==> src/rtl/press_decoder.sv <==
// Turns a debounced, clk-synchronous button level into one-cycle key strobes:
// press, release, long-press and auto-repeat, plus a held level.
module press_decoder #(
    parameter int HOLD_CYCLES   = 50_000_000,
    parameter int REPEAT_CYCLES = 10_000_000
) (
    input  logic clk,
    input  logic rst,
    input  logic btn,
    output logic press,
    output logic key_release,
    output logic long_press,
    output logic key_repeat,
    output logic held
);

    localparam int MAX_CYCLES = (HOLD_CYCLES > REPEAT_CYCLES) ? HOLD_CYCLES : REPEAT_CYCLES;
    localparam int CW         = $clog2(MAX_CYCLES);
    localparam logic [CW-1:0] HOLD_LAST   = CW'(HOLD_CYCLES - 1);
    localparam logic [CW-1:0] REPEAT_LAST = CW'(REPEAT_CYCLES - 1);

    typedef enum logic [1:0] {ARM, IDLE, PRESSED, HELD} state_t;

    state_t          state_reg, state_next;
    logic [CW-1:0]   cnt_reg, cnt_next;
    logic            press_next, release_next, long_next, repeat_next, held_next;

    // State, counter and all outputs are registered together.
    always_ff @(posedge clk) begin
        if (rst) begin
            state_reg   <= ARM;
            cnt_reg     <= '0;
            press       <= 1'b0;
            key_release <= 1'b0;
            long_press  <= 1'b0;
            key_repeat  <= 1'b0;
            held        <= 1'b0;
        end else begin
            state_reg   <= state_next;
            cnt_reg     <= cnt_next;
            press       <= press_next;
            key_release <= release_next;
            long_press  <= long_next;
            key_repeat  <= repeat_next;
            held        <= held_next;
        end
    end

    always_comb begin
        state_next = state_reg;
        cnt_next   = cnt_reg;
        unique case (state_reg)
            ARM: begin
                if (!btn) state_next = IDLE;
            end
            IDLE: begin
                if (btn) begin
                    state_next = PRESSED;
                    cnt_next   = '0;
                end
            end
            PRESSED: begin
                if (!btn) begin
                    state_next = IDLE;
                end else if (cnt_reg == HOLD_LAST) begin
                    state_next = HELD;
                    cnt_next   = '0;
                end else begin
                    cnt_next = cnt_reg + 1'b1;
                end
            end
            HELD: begin
                if (!btn) begin
                    state_next = IDLE;
                end else if (cnt_reg == REPEAT_LAST) begin
                    cnt_next = '0;
                end else begin
                    cnt_next = cnt_reg + 1'b1;
                end
            end
            default: state_next = ARM;
        endcase
    end

    // A release on the terminal-count edge wins over long_press/repeat.
    always_comb begin
        press_next   = 1'b0;
        release_next = 1'b0;
        long_next    = 1'b0;
        repeat_next  = 1'b0;
        unique case (state_reg)
            IDLE:    press_next = btn;
            PRESSED: begin
                release_next = !btn;
                long_next    = btn && (cnt_reg == HOLD_LAST);
            end
            HELD: begin
                release_next = !btn;
                repeat_next  = btn && (cnt_reg == REPEAT_LAST);
            end
            default: ;
        endcase
        held_next = (state_next == HELD);
    end

endmodule

==> config.mk <==
export PLATFORM = sky130hd
export DESIGN_NAME = press_decoder
export DESIGN_NICKNAME = d
export VERILOG_FILES = /design/src/rtl/press_decoder.sv
export SDC_FILE = /design/constraint.sdc
export NUM_CORES = 1
export LEC_CHECK = 0
export CORE_MARGIN = 2
export CORE_UTILIZATION = 59
export DETAILED_ROUTE_END_ITERATION = 16
export GPL_TIMING_DRIVEN = 0
export PLACE_DENSITY = 0.78
export SLEW_MARGIN = 20
export SYNTH_ARGS = -nofsm -noshare
export SYNTH_HDL_FRONTEND = slang
export SYNTH_SLANG_ARGS = --single-unit
==> constraint.sdc <==
create_clock -name clk -period 2.95 [get_ports clk]
set_clock_uncertainty 0.1 [all_clocks]
set_input_delay 0.4425 -clock clk [delete_from_list [all_inputs] [get_ports clk]]
set_output_delay 0.4425 -clock clk [all_outputs]
set_load 0.02 [all_outputs]
---- Yosys cells after proc, flatten, opt, wreduce, memory -nomap -nowiden ----
Index checks and enable logic that the tools add are counted.
storage, ports and cells
  bits in registers ....................... 33
  bits of input ports ..................... 3
  output and inout bits ................... 5
operators by class
  eq/ne operators ......................... 9
  mux-type cells .......................... 11
  reduce and logical (&&, ||, !) cells .... 12
  bitwise gates (word level) .............. 4
  $add $sub $neg .......................... 1
operators with widths
  cell                   number
  $mux 26                5
  $pmux 26 s3            1
  $add 26x1->26 const B  1
  $eq 26x24->1 const B   1
  $eq 26x26->1 const B   1
  $reduce_or 2->1        6
  $mux 2                 4
  $eq 2x2->1 const B     3
  $ne 2x2->1 const B     3
  $pmux 2 s3             1
  $not 1->1              4
  $reduce_and 4->1       1
  $reduce_bool 3->1      1
  $eq 2x1->1 const B     1
  $logic_and 1x1->1      2
  $logic_not 2->1        1
  $logic_not 1->1        1

---- Logic depth before layout (Yosys ltp) ----
Gate-level depths: netlist of run 1.
  word-level depth ........................ 5
  depth in mapped cells ................... 8

---- Worst setup path after synthesis of run 1 ----
No wires, ideal clock.
  kind .................................... register -> register
  start ................................... register cnt_reg[0]
  end ..................................... register cnt_reg[3]
  arrival time ............................ 1.992 ns
  clock period less this slack ............ 2.208 ns
  slack ................................... 0.742 ns
  stages on the path, launching flop included .. 8
  data required time ...................... 2.735 ns
  cells stage by stage .................... dfxtp_1 > ha_1 > nand4_1 > nor4_2 > a31oi_1 > o31ai_4 > buf_6 > nor2_1
between the ends
  cells in the longest elaborated chain, start to end .. 4
ends and longest elaborated chain
  element                                RTL line  source
  start, declared                        25        logic [CW-1:0] cnt_reg, cnt_next;
  start signal, assigned                 40        cnt_reg <= cnt_next;
  $add 26x1->26 (tied with other cells)  69, 78
  $mux 26 (on tied branches)             75, 65
  $mux 26 (on tied branches)             73, 63
  $pmux 26 s3 *                          52        unique case (state_reg)
Every way passes the cells marked *; elsewhere a longest branch is shown, timed or not. The select of a mux whose other input is x is not followed.
A chain may end at the register's enable or synchronous reset.

---- Final worst setup path of run 1 ----
  start ................................... register cnt_reg[0]
  end ..................................... register cnt_reg[25]
Same word-level chain as after synthesis.

==> qor.yml, run 1 <==
outcome:
  status: "finished, final reports clean"
synth:
  syn_area_um2: 1670
  seq_area_frac_synth_pct: 39.5
  synth_edf_count: 0
  synthAdderAreaFrac_pct: 2.99
  syn_nets: 198
  synth_compound_area_share_pct: 12.9
  synthFlopType: "dfxtp_1"
  ys_warn_count: 0
  synth_top_family_by_area: "simple AND/OR/NAND/NOR gates"
  synth_mux_area_share_pct: 0
  synthCells: 191
  synth_top_area_share_pct: 39.5
  ys_seq_elements: 33
  yosysMostFrequentCell: "dfxtp_1"
  ys_async_sr_fraction_pct: 0
  synth_xor_area_share_pct: 9.95
  synth_area_per_cell_um2: 8.76
  synthTopCellsByCount: "dfxtp_1 (33), nor2_1 (26), nand2_1 (15)"
  synth_top_cell_by_area: "dfxtp_1"
  yosys.area_share.simple_pct: 31.4
  ys_top_cells_by_area: "dfxtp_1 (39%), xor2_1 (7.3%), nor2_1 (5.8%)"
  synth_cell_types: 49
power_and_ir_drop:
  powerDensity_nw_per_um2: 440
  vdd_drop_max_uv: 373
  p_leak_uw: 0.000637
grt:
  gr-usage-met2_pct: 38.4
  globalRouteMet3Util_pct: 7.48
  grt_pass1_vias: 1407
  grt_max_degree: 11
  antenna_found_initial: 0
  overflow: 0
  met1_usage_pct: 30.8
  top_usage_layer: "met2"
  grt_pass1_wl_mm: 6.28
  gr-usage-all-layers_pct: 24.5
cells_and_area:
  fin_area_um2: 1840
  nets: 212
  regArea_um2: 661
  fillerInstances: 236
  multi_input_area_um2: 957
  diodes: 0
  synthToLayoutAreaGrowth_pct: 9.80
  final_layout_size_suffix_gt1_share_pct: 8.29
  largest_register_ffs: 26
sta:
  drv_slew: 0
  fin_crit_sh_pct: 89.1
  layout_setup_ws_ns: 0.323
  fin_tns_setup_ns: 0
  worst_pin_slew_ns: 0.956
  rsz0062_at_grt: "false"
  slew_headroom_pct: 35.8
  holdWs_ns: 0.378
  setup_viol: 0
  max_freq_mhz: 381
  finalCriticalPeriod_ns: 2.63
  hold_violations: 0
cts:
  cts_hold_buffers: 0
  cts_sinks: 33
  clock_path_buffers: 2
  clock_latency_ns: 0.34
  path_clk_slew_ns: 0.10
  cts_resized: 0
  htreeDepth: 2
  postCtsSetupBuffers: 0
  cts_made_buffers: 5
  cts_tree: "yes"
  root_buffer: "clkbuf_4"
floorplanning:
  initial_core_util_pct: 61.2
  die_h_um: 57.2
  ios: 8
  rows: 19
  die_w_um: 57.2
  dieArea_um2: 3280
  core-area_um2: 2730
setup_path:
  r2r_setup_slack_ns: 0.32
  crit_arrival_ns: 2.77
  reg2reg_depth: 7
  endpoint_kind: "flip-flop"
  crit_path_start_kind: "flip-flop"
  crit_slowest_cell: "nor4_2"
  r2r_start: "cnt_reg[0]"
  critical_path.max_fanout: 10
  required_ns: 3.09
  critical_path_class: "flip-flop to flip-flop"
  regToRegEndpoint: "cnt_reg[25]"
  max_stage_delay_ns: 0.59
  path_cells: "ha_1 -> nand4_1 -> nor4_2 -> a31oi_1 -> o31ai_4 -> buf_6 -> nor2_1"
min_path:
  min_from: "cnt_reg[1]"
  whs_endpoint: "cnt_reg[1]"
  whs_path_depth: 2
  hold_class: "flip-flop to flip-flop"
place:
  pre_cts_slack_ns: 0.171
  placement.cell_area_um2: 1780
  numPortBuffers: 7
  gp_congestion: 0.856
  hpwlAfterDp_mm: 2.55
flow_run:
  drv_cap: 0
drt:
  routedWlPerCell_um: 15.5
  post-route-drc-count: 0
  drt_iter0_drc: 85
  num_vias: 1470
  via_per_inst: 6.23
  postRouteAntennaNets: 0
  drt_pass1_iterations: 4
  wl_mm: 3.66
==> stage by stage <==
step | utilization [%] | power, uW | std cells
after floorplan | - | 529 | 191
after global placement | 65.2 | 549 | 229
after detailed placement | 65.2 | 554 | 229
after CTS | 67.2 | 809 | 236
after global routing | 67.2 | 838 | 236
final | 67.2 | 808 | 236
==> critical path, delay by kind of cell, from the launching register on <==
| kind | cells | cell delay [ns] |
|---|---|---|
| and+or+nand+nor | 3 | 0.82 |
| DFF | 1 | 0.40 |
| adders and majority gates | 1 | 0.23 |
| buffers and inverters | 1 | 0.20 |
| AOI/OAI and AO/OA | 2 | 0.75 |
==> how the worst max path moves through the flow <==
stage / startpoint / endpoint / slack, ns / cells after the start
floorplan: cnt_reg[0] / cnt_reg[3] / 0.74 / 7
global placement: btn / cnt_reg[12] / 0.20 / 7
detailed placement: btn / cnt_reg[12] / 0.17 / 7
CTS: cnt_reg[0] / cnt_reg[25] / 0.30 / 7
global route: cnt_reg[0] / cnt_reg[25] / 0.06 / 7
finish: cnt_reg[0] / cnt_reg[25] / 0.32 / 7
==> layout by cell type (no fill, tap or decap), types with 2 or more instances in the layout <==
| master | count |
|---|---|
| a21oi_1 | 7 |
| a31oi_1 | 4 |
| and3_1 | 4 |
| buf_2 | 2 |
| clkbuf_1 | 4 |
| clkbuf_4 | 5 |
| clkdlybuf4s50_1 | 7 |
| dfxtp_1 | 33 |
| ha_1 | 4 |
| inv_1 | 5 |
| nand2_1 | 15 |
| nand3_1 | 9 |
| nand4_1 | 8 |
| nor2_1 | 26 |
| nor2b_1 | 3 |
| nor3_1 | 7 |
| nor4_1 | 3 |
| nor4_2 | 2 |
| nor4bb_1 | 2 |
| o21ai_0 | 3 |
| o22ai_1 | 4 |
| xnor2_1 | 5 |
| xor2_1 | 14 |
==> cell type report <==
class / count / area share, %
plain buffers: 7 / 1.98
clock buffers: 7 / 3.00
repair buffers: 7 / 3.81
flip-flops and latches: 33 / 36.0
multi-input cells: 146 / 52.1
well taps: 31 / 2.11
inverters: 5 / 1.02
==> per-layer routing <==
metal	wire length, um	vias to the layer above
met1	1570	688
met4	66	0
met2	1790	53
met5	0	-
li1	-	718
met3	230	11
==> kinds of logic after synthesis <==
| group | after synthesis |
|---|---|
| simple gates | 93 |
| flops | 33 |
| compound gates | 30 |
| xor+xnor | 19 |
| buf+inv | 12 |
| fa+ha+maj | 4 |
==> where the power goes <==
part / switching, uW / total [uW] / internal (uW)
registers: 4.39 / 456 / 451
clock network: 150 / 262 / 112
logic: 57.6 / 90.4 / 32.8
total: 212 / 808 / 596
(Power assumes the default switching activity.)
==> run 2: changes to the inputs <==
--- a/config.mk
+++ b/config.mk
@@ -5,6 +5,7 @@
 export SDC_FILE = /design/constraint.sdc
 export NUM_CORES = 1
 export LEC_CHECK = 0
+export CAP_MARGIN = 40
 export CORE_MARGIN = 2
 export CORE_UTILIZATION = 59
 export DETAILED_ROUTE_END_ITERATION = 16
==> qor.yml, run 2 (synthesis gave the netlist of run 1 again) <==
place:
  numPortBuffers: 7  # unchanged
  hpwlAfterDp_mm: 2.54  # was 2.55 mm
  pre_cts_slack_ns: 0.191  # was 0.171 ns
  placed_cells: 230  # was 229
  gp_congestion: 0.856  # unchanged
setup_path:
  critical_path_class: "flip-flop to flip-flop"  # unchanged
  path_depth: 7  # unchanged
  reg2reg_depth: 7  # unchanged
  r2r_setup_slack_ns: 0.29  # was 0.32 ns
  critical_path.max_fanout: 10  # unchanged
  crit_slowest_cell: "nor4_2"  # unchanged
  required_ns: 3.08  # was 3.09 ns
  regToRegEndpoint: "cnt_reg[23]"  # was cnt_reg[25]
  cp_top_family: "simple AND/OR/NAND/NOR gates"  # unchanged
  crit_path_start_kind: "flip-flop"  # unchanged
  endpoint_kind: "flip-flop"  # unchanged
  cp-startpoint: "cnt_reg[0]"  # unchanged
  max_stage_delay_ns: 0.61  # was 0.59 ns
  r2r_start: "cnt_reg[0]"  # unchanged
  path_cells: "ha_1 -> nand4_1 -> nor4_2 -> a31oi_1 -> o31ai_4 -> buf_6 -> nor2_1"  # unchanged
  path_buf_inv: 1  # unchanged
  endpoint: "cnt_reg[23]"  # was cnt_reg[25]
  crit_arrival_ns: 2.78  # was 2.77 ns
power_and_ir_drop:
  switching_share_pct: 25.9  # was 26.2%
  p_leak_uw: 0.000642  # was 0.000637 uW
  p_comb_share_pct: 11.2  # about the same
  powerDensity_nw_per_um2: 437  # was 440 nW/um^2
  internal_power_uw: 596  # about the same
  vdd_drop_max_uv: 360  # was 373 uV
  power.total_uw: 804  # was 808 uW
  p_clk_share_pct: 32.2  # was 32.5%
  p_sw_uw: 208  # was 212 uW
  p_seq_share_pct: 56.6  # was 56.4%
grt:
  met1_usage_pct: 29.8  # was 30.8%
  overflow: 0  # unchanged
  gr-usage-met2_pct: 38.9  # was 38.4%
  globalRouteMet3Util_pct: 7.26  # was 7.48%
  antenna_found_initial: 0  # unchanged
  top_usage_layer: "met2"  # unchanged
  grt_pass1_vias: 1362  # was 1,407
  grt_max_degree: 11  # unchanged
  gr-usage-all-layers_pct: 23.8  # was 24.5%
  grt_pass1_wl_mm: 6.03  # was 6.28 mm
cells_and_area:
  layout_commonest_cell: "dfxtp_1"  # unchanged
  final_layout_size_suffix_gt1_share_pct: 8.74  # was 8.29%
  multi_input_area_um2: 957  # unchanged
  regArea_um2: 661  # unchanged
  utilization_pct: 67.4  # was 67.2%
  nets: 213  # was 212
  diodes: 0  # unchanged
  final_cell_count_no_fill: 237  # was 236
  fillerInstances: 231  # was 236
  mostFrequentLayoutCells: "dfxtp_1 (33), nor2_1 (26), nand2_1 (15)"  # unchanged
  synthToLayoutAreaGrowth_pct: 10.1  # was 9.80%
  largest_register_ffs: 26  # unchanged
cts:
  htreeDepth: 2  # unchanged
  path_clk_slew_ns: 0.10  # about the same
  clock_path_buffers: 2  # unchanged
  cts_tree: "yes"  # unchanged
  postCtsSetupBuffers: 0  # unchanged
  cts_made_buffers: 5  # unchanged
  clock_latency_ns: 0.33  # was 0.34 ns
  cts_hold_buffers: 0  # unchanged
  cts_resized: 0  # unchanged
  root_buffer: "clkbuf_4"  # unchanged
  cts_sinks: 33  # unchanged
floorplanning:
  initial_core_util_pct: 61.2  # unchanged
  die_w_um: 57.2  # unchanged
  rows: 19  # unchanged
  core-area_um2: 2730  # unchanged
  dieArea_um2: 3280  # unchanged
  ios: 8  # unchanged
  die_h_um: 57.2  # unchanged
sta:
  finalCriticalPeriod_ns: 2.66  # was 2.63 ns
  slew_headroom_pct: 41.4  # was 35.8%
  worst_pin_slew_ns: 0.871  # was 0.956 ns
  hold_violations: 0  # unchanged
  max_freq_mhz: 376  # was 381 MHz
  setup_viol: 0  # unchanged
  fin_crit_sh_pct: 90.1  # was 89.1%
  rsz0062_at_grt: "false"  # unchanged
  layout_setup_ws_ns: 0.293  # was 0.323 ns
  drv_slew: 0  # unchanged
  fin_tns_setup_ns: 0  # unchanged
drt:
  routedWlPerCell_um: 15.2  # was 15.5 um
  wl_mm: 3.61  # was 3.66 mm
  post-route-drc-count: 0  # unchanged
  postRouteAntennaNets: 0  # unchanged
  num_vias: 1468  # was 1,470
  via_per_inst: 6.19  # was 6.23
  drt_pass1_iterations: 4  # unchanged
  drt_iter0_drc: 56  # was 85
flow_run:
  drv_cap: 0  # unchanged
outcome:
  status: "finished, final reports clean"  # unchanged
min_path:
  hold_class: "flip-flop to flip-flop"  # unchanged
run 2: worst min-delay path, stage by stage, from the launching register on:
cell	delay [ns]
dfxtp_1	0.34
nand2_1	0.06
a21oi_1	0.05
run 2: worst min path at each step:
stage / from / to / slack [ns] / cells past startpoint
finish: cnt_reg[1] / cnt_reg[1] / 0.38 / 2
global route: cnt_reg[1] / cnt_reg[1] / 0.40 / 2
CTS: cnt_reg[1] / cnt_reg[1] / 0.38 / 2
detailed placement: cnt_reg[1] / cnt_reg[1] / 0.37 / 2
global placement: cnt_reg[1] / cnt_reg[1] / 0.36 / 2
floorplan: cnt_reg[1] / cnt_reg[1] / 0.35 / 2
run 2: area by class of cell:
cell class | instances | share of cell area [%]
Tap cell | 31 | 2.11
Clock buffer | 7 | 2.99
Inverter | 5 | 1.02
Multi-Input combinational cell | 146 | 52.0
Timing Repair Buffer | 8 | 4.08
Sequential cell | 33 | 35.9
Buffer | 7 | 1.97
run 2: per-layer routing:
metal | part of all wire, % | wire (um) | vias up
met4 | 1.6 | 57 | 0
met5 | 0 | 0 | -
li1 | - | - | 724
met3 | 5.8 | 211 | 10
met1 | 45 | 1630 | 683
met2 | 47 | 1710 | 51
run 2: per-stage QoR:
| stage | area, um^2 | hold slack [ns] |
|---|---|---|
| 2_1_floorplan | 1670 | 0.349 |
| 3_3_place_gp | 1780 | 0.358 |
| 3_5_place_dp | 1790 | 0.366 |
| 4_1_cts | 1840 | 0.380 |
| 5_1_grt | 1840 | 0.405 |
| 6_report | 1840 | 0.380 |
run 2: power by group through the flow:
stage	Combinational [uW]	Sequential (uW)	Clock, uW
after floorplan	61.7	467	0
after global placement	84.3	465	0
after detailed placement	87.4	466	0
after CTS	88.1	455	262
after global routing	98.7	456	280
final	90.2	455	259
==> run 3: changes to the inputs <==
--- a/config.mk
+++ b/config.mk
@@ -5,6 +5,7 @@
 export SDC_FILE = /design/constraint.sdc
 export NUM_CORES = 1
 export LEC_CHECK = 0
+export ABC_CLOCK_PERIOD_IN_PS = 2950
 export CAP_MARGIN = 40
 export CORE_MARGIN = 2
 export CORE_UTILIZATION = 59
==> results of run 3 <==
Final layout, timing and power as in run 2 (identical DEF).
